[config.mk]
export PLATFORM = sky130hd
export DESIGN_NAME = flag_status_table
export DESIGN_NICKNAME = d
export VERILOG_FILES = /design/src/rtl/flag_status_table_pkg.sv /design/src/rtl/flag_status_table_channel.sv /design/src/rtl/flag_status_table.sv
export SDC_FILE = /design/constraint.sdc
export NUM_CORES = 1
export LEC_CHECK = 0
export CAP_MARGIN = 20
export CORE_UTILIZATION = 37
export CTS_CLUSTER_DIAMETER = 40
export CTS_CLUSTER_SIZE = 20
export DETAILED_ROUTE_END_ITERATION = 6
export PLACE_DENSITY_LB_ADDON = 0.08
export SYNTH_ARGS = -nofsm -noshare
export SYNTH_HDL_FRONTEND = slang
export SYNTH_SLANG_ARGS = --single-unit
export TNS_END_PERCENT = 30
[constraint.sdc]
create_clock -name CLK -period 2.06 [get_ports CLK]
set_clock_uncertainty 0.15 [all_clocks]
set_input_delay 0.412 -clock CLK [delete_from_list [all_inputs] [get_ports CLK]]
set_output_delay 0.412 -clock CLK [all_outputs]
set_load 0.03 [all_outputs]
[src/rtl/flag_status_table_pkg.sv]
// Shared definitions for the flag rename-status table: channel indices, flag bit
// positions and CDB field offsets common with the register status table.
package flag_status_table_pkg;

  localparam int FST_TAG_W = 3;

  localparam int CH_NZ = 0;
  localparam int CH_CV = 1;

  localparam int FLAG_N = 3;
  localparam int FLAG_Z = 2;
  localparam int FLAG_C = 1;
  localparam int FLAG_V = 0;

  // CDB port p occupies [p*width +: width] of each packed bus.
  function automatic int cdb_tag_lsb(input int p, input int tag_w);
    return p * tag_w;
  endfunction

  function automatic int cdb_flags_lsb(input int p, input int flag_w);
    return p * flag_w;
  endfunction

endpackage

[src/rtl/flag_status_table_channel.sv]
// One flag channel: producer busy/tag/value state, CDB snoop and same-cycle forward.
module flag_status_channel
  import flag_status_table_pkg::*;
#(
  parameter int TAG_W   = FST_TAG_W,
  parameter int FLAG_W  = 4,
  parameter int NUM_CDB = 2
) (
  input  logic                      CLK,
  input  logic                      Reset,
  input  logic                      append,
  input  logic                      set,
  input  logic [TAG_W-1:0]          rob_tail,
  input  logic                      flush,
  input  logic [NUM_CDB-1:0]        cdb_valid,
  input  logic [NUM_CDB*TAG_W-1:0]  cdb_tag,
  input  logic [NUM_CDB*FLAG_W-1:0] cdb_flags,
  output logic                      ready,
  output logic [TAG_W-1:0]          tag,
  output logic [FLAG_W-1:0]         value,
  output logic                      fwd_ready,
  output logic [FLAG_W-1:0]         fwd_value
);

  logic              hit;
  logic [FLAG_W-1:0] hit_flags;

  // Scan from the highest port down so the lowest matching port wins. Only a
  // busy channel can match; a stale tag on a ready channel is ignored.
  always_comb begin
    hit       = 1'b0;
    hit_flags = '0;
    for (int p = NUM_CDB - 1; p >= 0; p--) begin
      if (!ready && cdb_valid[p] &&
          cdb_tag[cdb_tag_lsb(p, TAG_W) +: TAG_W] == tag) begin
        hit       = 1'b1;
        hit_flags = cdb_flags[cdb_flags_lsb(p, FLAG_W) +: FLAG_W];
      end
    end
  end

  assign fwd_ready = ready | hit;
  assign fwd_value = hit ? hit_flags : value;

  always_ff @(posedge CLK or posedge Reset) begin
    if (Reset) begin
      ready <= 1'b1;
      tag   <= '0;
      value <= '0;
    end else if (flush) begin
      ready <= 1'b1;
    end else if (append && set) begin
      // The new producer supersedes any broadcast of the old tag this cycle.
      ready <= 1'b0;
      tag   <= rob_tail;
    end else if (hit) begin
      ready <= 1'b1;
      value <= hit_flags;
    end
  end

endmodule

[src/rtl/flag_status_table.sv]
// Rename-status table for condition flags: NUM_CH independent channels, each
// tracking its pending ROB producer and capturing the flag value from the CDB.
module flag_status_table
  import flag_status_table_pkg::*;
#(
  parameter int TAG_W   = FST_TAG_W,
  parameter int NUM_CH  = 2,
  parameter int FLAG_W  = 4,
  parameter int NUM_CDB = 2
) (
  input  logic                      CLK,
  input  logic                      Reset,
  input  logic                      append,
  input  logic [NUM_CH-1:0]         set_mask,
  input  logic [TAG_W-1:0]          rob_tail,
  input  logic                      flush,
  input  logic [NUM_CDB-1:0]        cdb_valid,
  input  logic [NUM_CDB*TAG_W-1:0]  cdb_tag,
  input  logic [NUM_CDB*FLAG_W-1:0] cdb_flags,
  output logic [NUM_CH-1:0]         ready,
  output logic [NUM_CH*TAG_W-1:0]   tag,
  output logic [NUM_CH*FLAG_W-1:0]  value,
  output logic [NUM_CH-1:0]         fwd_ready,
  output logic [NUM_CH*FLAG_W-1:0]  fwd_value
);

  for (genvar c = 0; c < NUM_CH; c++) begin : g_ch
    flag_status_channel #(
      .TAG_W  (TAG_W),
      .FLAG_W (FLAG_W),
      .NUM_CDB(NUM_CDB)
    ) u_ch (
      .CLK      (CLK),
      .Reset    (Reset),
      .append   (append),
      .set      (set_mask[c]),
      .rob_tail (rob_tail),
      .flush    (flush),
      .cdb_valid(cdb_valid),
      .cdb_tag  (cdb_tag),
      .cdb_flags(cdb_flags),
      .ready    (ready[c]),
      .tag      (tag[c*TAG_W +: TAG_W]),
      .value    (value[c*FLAG_W +: FLAG_W]),
      .fwd_ready(fwd_ready[c]),
      .fwd_value(fwd_value[c*FLAG_W +: FLAG_W])
    );
  end

endmodule
==> results of run 1 <==
[metrics by stage]
stage	setup TNS, ns	worst slack [ns]	utilization
detailed placement	-14.39	-1.23	0.689
CTS	-5.13	-0.582	0.738
finish	-4.84	-0.569	0.775
global placement	-13.66	-1.18	0.689
global route	-5.52	-0.650	0.775
floorplan	-1.85	-0.291	-
[registers in the layout, summed over array words and instances (netlist names)]
register / flops
g_ch.u_ch.ready: 2
g_ch.u_ch.tag: 6
g_ch.u_ch.value: 8
[logic make-up (layout without fill, tap and decap cells)]
logic type | Yosys count | in the layout
AND/OR/NAND/NOR | 29 | 29
multiplexers | 22 | 22
AO/OA/AOI/OAI | 17 | 17
flip-flops | 16 | 16
XOR/XNOR | 12 | 12
buffers and inverters | 12 | 101
[placed cells by master, fill, tap and decap left out, types with 3 or more instances in the layout]
master | Yosys | layout
o22ai_1 | 4 | 4
dfrtp_2 | 0 | 5
buf_4 | 5 | 41
nand3b_1 | 5 | 5
dfrtp_1 | 14 | 9
a21oi_4 | 1 | 4
clkbuf_4 | 0 | 3
dlygate4sd2_1 | 0 | 10
nor4_1 | 5 | 3
mux2i_1 | 4 | 4
xnor2_1 | 3 | 3
mux2_4 | 0 | 8
clkdlybuf4s50_1 | 0 | 24
xor2_2 | 0 | 5
o21ai_4 | 0 | 3
buf_6 | 0 | 10
nand2_1 | 6 | 6
dlymetal6s2s_1 | 0 | 4
mux2_2 | 16 | 10
inv_1 | 5 | 5
[how the worst max path moves through the flow]
stage	startpoint	end	slack (ns)	cells after the start
final	g_ch[0].u_ch.tag[1]	fwd_value[0]	-0.57	7
after global routing	g_ch[0].u_ch.tag[1]	fwd_value[0]	-0.65	8
after floorplan	g_ch[0].u_ch.tag[0]	fwd_value[0]	-0.29	4
after detailed placement	cdb_tag[2]	fwd_value[1]	-1.23	8
after CTS	g_ch[0].u_ch.tag[0]	fwd_value[0]	-0.58	6
after global placement	cdb_tag[2]	fwd_value[0]	-1.18	8
[critical path: stages, from the launching register on]
cell	delay [ns]
dfrtp_1	0.43
buf_4	0.17
xor2_4	0.15
nor4_4	0.14
buf_6	0.17
mux2_4	0.31
mux2_4	0.27
buf_6	0.14
[power groups by stage]
stage | registers, uW | clock network [uW] | logic (uW)
2_1_floorplan | 689 | 0 | 501
3_3_place_gp | 500 | 0 | 1200
3_5_place_dp | 511 | 0 | 1210
4_1_cts | 513 | 224 | 1250
5_1_grt | 528 | 231 | 1360
6_report | 518 | 213 | 1300
[layer usage]
layer  global-route usage  vias to the layer above  routed length (um)
li1                     -                      557                   -
met1                0.274                      567                1490
met2                0.420                       30                1910
met3               0.0544                        4                 150
met4               0.0418                        0                  34
met5                    0                        -                   0
[layout make-up]
| type | instances | share of cell area |
|---|---|---|
| timing repair buffer | 92 | 0.378 |
| sequential | 16 | 0.187 |
| clock buffer | 4 | 0.0165 |
| multi-input combinational | 80 | 0.393 |
| tap | 31 | 0.0177 |
| inverter | 5 | 0.00856 |
[timing repair]
action | CTS | global route
pin swaps | 10 | 7
setup buffers | 4 | 4
gates resized for setup | 86 | 15
endpoints found under the setup margin | 22 | 18
[cell usage after synthesis (2+ instances only)]
master    instances  area share
mux2i_1           4       0.036
a21oi_1           5       0.022
xnor2_1           3       0.023
nand2_1           6       0.020
nor4_1            5       0.028
or2_2             2       0.011
inv_1             5       0.017
nand3b_1          5       0.033
nand2b_1          3       0.017
o22ai_1           4       0.022
a21o_1            2       0.013
mux2_1            2       0.020
o21ai_0           4       0.018
mux2_2           16        0.16
dfstp_2           2       0.047
buf_4             5       0.033
xor2_1            9       0.070
dfrtp_1          14        0.31
==> impl_metrics.py, run 1 <==
metrics = {
    "run_status": {
        "status": "finished, violations left",
        "violations": "design-rule violations, negative setup slack",
    },
    "setup_path": {
        "r2r_start": "g_ch[0].u_ch.tag[1]",
        "worstSetupPathType": "reg2out",
        "endpoint_kind": "primary output",
        "cp_max_fo": 6,
        "cp.required_ns": 1.50,
        "r2r_cells": 7,
        "r2r_slack_ns": 0.05,
        "crit_path_start_kind": "flip-flop",
        "r2r-end": "g_ch[0].u_ch.value[3]",
        "worstPathArrival_ns": 2.07,
    },
    "final_layout": {
        "area_delta_synth_final_pct": 95.0,
        "stdcell_count": 228,
        "final_nets": 223,
        "design_area_um2": 2190,
        "fillers": 188,
        "multi_input_area_um2": 862,
        "layout-drive-gt1-share": 0.543,
        "n_antenna_cell": 0,
        "seq_area_um2": 409,
    },
    "clocking": {
        "cts_root_buf": "clkbuf_4",
        "clock-sinks": 16,
        "ctsHoldBuffers": 0,
        "cts_buffer_depth": 2,
        "numCtsBuffers": 3,
        "htreeDepth": 1,
        "cts_tree": "built",
        "clk_latency_ns": 0.29,
        "clkTransAtPathRegs_ns": 0.10,
    },
    "place": {
        "io_buffer_count": 50,
        "place_area_um2": 1950,
        "hpwl_mm": 2.70,
        "place.gp.congestion": 0.802,
        "dpl.cell_count": 216,
    },
    "route": {
        "first_iter_violations": 31,
        "routed-via-count": 1158,
        "ant_nets": 0,
        "routed_wl_mm": 3.58,
        "wl_per_cell_um": 15.7,
        "drt-pass1-iter-count": 6,
        "vias_per_cell": 5.08,
        "drcViolationCount": 4,
    },
    "sta": {
        "hold_violations": 0,
        "timing.final.crit_share": 1.28,
        "slew_violations": 0,
        "grt_setup_unrepaired": "yes",
        "hold_ws_ns": 0.269,
        "max_freq_ghz": 0.380,
        "setup_viol": 10,
        "slew_headroom": 0.668,
        "worst_slew_pin_slew_ns": 0.494,
        "post-route-worst-setup-slack_ns": -0.569,
        "period_minus_slack_ns": 2.63,
    },
    "synthesis": {
        "ys_ff_latch": 16,
        "synthCells": 108,
        "synth_cell_types": 30,
        "synth-xor-area-share": 0.0934,
        "synthMuxAreaShare": 0.216,
        "syn-num-nets": 133,
        "yosysSeqAreaShare": 0.358,
        "ys_async_sr_fraction": 1.00,
        "synth_fa_ha_area_frac": 0,
        "synth_edf_count": 0,
        "synth_top_family_by_area": "multiplexers",
        "syn_area_per_cell_um2": 10.4,
        "yosysWarnings": 0,
        "synth-simple-area-share": 0.177,
        "synth_compound_area_frac": 0.0979,
        "synth_ff_type": "dfrtp_1",
        "synth_area_um2": 1120,
    },
    "power_and_ir_drop": {
        "swShare": 0.423,
        "comb_power_share": 0.639,
        "clockPowerShare": 0.105,
        "totalPowerFinal_uw": 2030,
        "p_int_uw": 1170,
        "p_seq_frac": 0.256,
        "switchingPower_uw": 858,
        "ir_drop_mv": 0.807,
        "p_per_area_nw_per_um2": 924,
        "p_leak_uw": 0.00101,
    },
    "die": {
        "std_cell_rows": 19,
        "die_height_um": 57.1,
        "die_x_um": 57.1,
        "start_util": 0.398,
        "io_pins": 51,
        "die_area_um2": 3260,
        "core_area_um2": 2830,
    },
    "grt": {
        "grt_start_max_net_pins": 12,
        "gr-usage-all-layers": 0.229,
        "antenna_found_initial": 0,
        "grt_pass1_wl_mm": 5.58,
        "grt_pass1_vias": 1181,
        "overflow": 0,
    },
    "run": {
        "cap_violations": 0,
    },
    "hold_path": {
        "hold_class": "in2async",
    },
}
(Power assumes the default switching activity.)
==> run 2, diff against run 1 <==
Settings changed: CTS_BUF_LIST set to sky130_fd_sc_hd__clkbuf_16.
==> impl_metrics.py, run 2 (same netlist as run 1, synthesis figures left out) <==
metrics = {
    "place": {
        "place.gp.congestion": 0.802,
        "pre_cts_ws_ns": -1.23,
        "hpwl_mm": 2.70,
        "place_area_um2": 1950,
        "io_buffer_count": 50,
    },
    "setup_path": {
        "cp_max_fo": 4,
        "worstPathArrival_ns": 2.01,
        "crit_path_start_kind": "flip-flop",
        "worstSetupPathType": "reg2out",
        "cp.required_ns": 1.50,
        "r2r_start": "g_ch[0].u_ch.tag[1]",
        "r2r_slack_ns": 0.07,
        "r2r_cells": 7,
        "r2r-end": "g_ch[0].u_ch.value[3]",
        "endpoint_kind": "primary output",
    },
    "clocking": {
        "htreeDepth": 1,
        "cts_buffer_depth": 2,
        "cts_root_buf": "clkbuf_16",
        "cts_tree": "built",
        "clock-sinks": 16,
        "clk_latency_ns": 0.25,
        "clkTransAtPathRegs_ns": 0.05,
        "numCtsBuffers": 3,
    },
    "route": {
        "vias_per_cell": 5.05,
        "route.met3.wl_um": 160,
        "drt-pass1-iter-count": 6,
        "m1WireLength_mm": 1.50,
        "wl_per_cell_um": 15.8,
        "routed_wl_mm": 3.58,
        "wl_met2_mm": 1.90,
        "ant_nets": 0,
        "routed-via-count": 1147,
        "drcViolationCount": 4,
        "first_iter_violations": 30,
        "highest_layer": "met4",
    },
    "final_layout": {
        "reg_top3": "g_ch.u_ch.value x8, g_ch.u_ch.tag x6, g_ch.u_ch.ready x2",
        "largest_register_ffs": 8,
        "final_nets": 222,
        "fillers": 185,
        "design_area_um2": 2200,
        "layout_commonest_cell": "buf_4",
        "post-route-util": 0.779,
        "n_antenna_cell": 0,
        "regMostFlops": "g_ch.u_ch.value",
        "area_delta_synth_final_pct": 96.0,
        "layout-drive-gt1-share": 0.531,
        "mostFrequentLayoutCells": "buf_4 (41), clkdlybuf4s50_1 (28), mux2_2 (10), buf_6 (10), dfrtp_1 (9)",
    },
    "run": {
        "cap_violations": 0,
    },
    "power_and_ir_drop": {
        "p_leak_uw": 0.000982,
        "ir_drop_mv": 0.819,
        "p_per_area_nw_per_um2": 988,
    },
    "sta": {
        "slew_headroom": 0.676,
        "timing.final.crit_share": 1.25,
        "worst_slew_pin_slew_ns": 0.485,
        "grt_setup_unrepaired": "yes",
        "hold_violations": 0,
        "slew_violations": 0,
        "period_minus_slack_ns": 2.57,
        "post-route-worst-setup-slack_ns": -0.515,
        "setup_viol": 10,
        "max_freq_ghz": 0.388,
    },
    "grt": {
        "gr-usage-all-layers": 0.235,
        "grt_start_max_net_pins": 12,
        "overflow": 0,
        "antenna_found_initial": 0,
        "grt_pass1_vias": 1183,
        "grt_pass1_wl_mm": 5.69,
    },
    "hold_path": {
        "hold_class": "in2async",
    },
    "die": {
        "io_pins": 51,
        "core_area_um2": 2830,
        "start_util": 0.398,
        "die_x_um": 57.1,
        "die_height_um": 57.1,
        "std_cell_rows": 19,
        "die_area_um2": 3260,
    },
    "run_status": {
        "violations": "design-rule violations, negative setup slack",
        "status": "finished, violations left",
    },
}
-- run 2: changes by cell type in the layout (fill, tap and decap cells not counted), moves of 3 or more --
cell,previous run,this run
clkbuf_16,0,3
clkbuf_4,3,0
clkdlybuf4s50_1,24,28
dlygate4sd2_1,10,7
dlymetal6s2s_1,4,1
-- run 2: worst max-delay path: stages, from the launching register on --
cell and delay [ns]:
dfrtp_2 0.44, xor2_2 0.17, nor4_2 0.28, buf_4 0.16, or2_0 0.10, buf_4 0.15, mux2_4 0.32, buf_6 0.14
-- run 2: worst max path at each step --
| stage | start | endpoint | cells past startpoint | slack, ns |
|---|---|---|---|---|
| after floorplan | g_ch[0].u_ch.tag[0] | fwd_value[0] | 4 | -0.29 |
| after global placement | cdb_tag[2] | fwd_value[0] | 8 | -1.18 |
| after detailed placement | cdb_tag[2] | fwd_value[1] | 8 | -1.23 |
| after CTS | g_ch[0].u_ch.tag[0] | fwd_value[0] | 6 | -0.52 |
| after global routing | g_ch[0].u_ch.tag[2] | fwd_value[0] | 7 | -0.58 |
| final | g_ch[0].u_ch.tag[2] | fwd_value[0] | 7 | -0.51 |
-- run 2: stage by stage --
| stage | setup TNS (ns) | hold WS, ns | std cells | power, uW |
|---|---|---|---|---|
| after global placement | -13.66 | 0.365 | 216 | 1700 |
| after CTS | -4.72 | 0.337 | 226 | 2170 |
| after global routing | -5.01 | 0.397 | 227 | 2280 |
| after detailed placement | -14.39 | 0.373 | 216 | 1720 |
| after floorplan | -1.85 | 0.174 | 108 | 1190 |
| final | -4.51 | 0.334 | 227 | 2180 |
-- run 2: where the power goes --
part           total, uW  switching, uW  internal [uW]
sequential           516            101            415
clock                383            125            258
combinational       1280            645            635
-- run 2: routing by layer --
layer,up-vias,track usage
met3,2,0.0544
met2,32,0.415
met4,0,0.0732
met5,-,0
met1,563,0.283
li1,550,-
-- run 2: cell type report --
cell class,instances,area [um2],share of cell area
Sequential cell,16,409,0.186
Clock inverter,1,3.75,0.00170
Tap cell,31,38.8,0.0176
Inverter,5,18.8,0.00851
Multi-Input combinational cell,80,848,0.385
Clock buffer,3,75.1,0.0341
Timing Repair Buffer,91,811,0.368
-- run 2: timing repair --
item                                    4_1_cts  5_1_grt
endpoints found under the setup margin       22       15
hold buffers                                  0        0
hold endpoints to repair                      0        0
pin swaps                                    13        6
setup buffers                                 6        1
resized for setup                            85       10
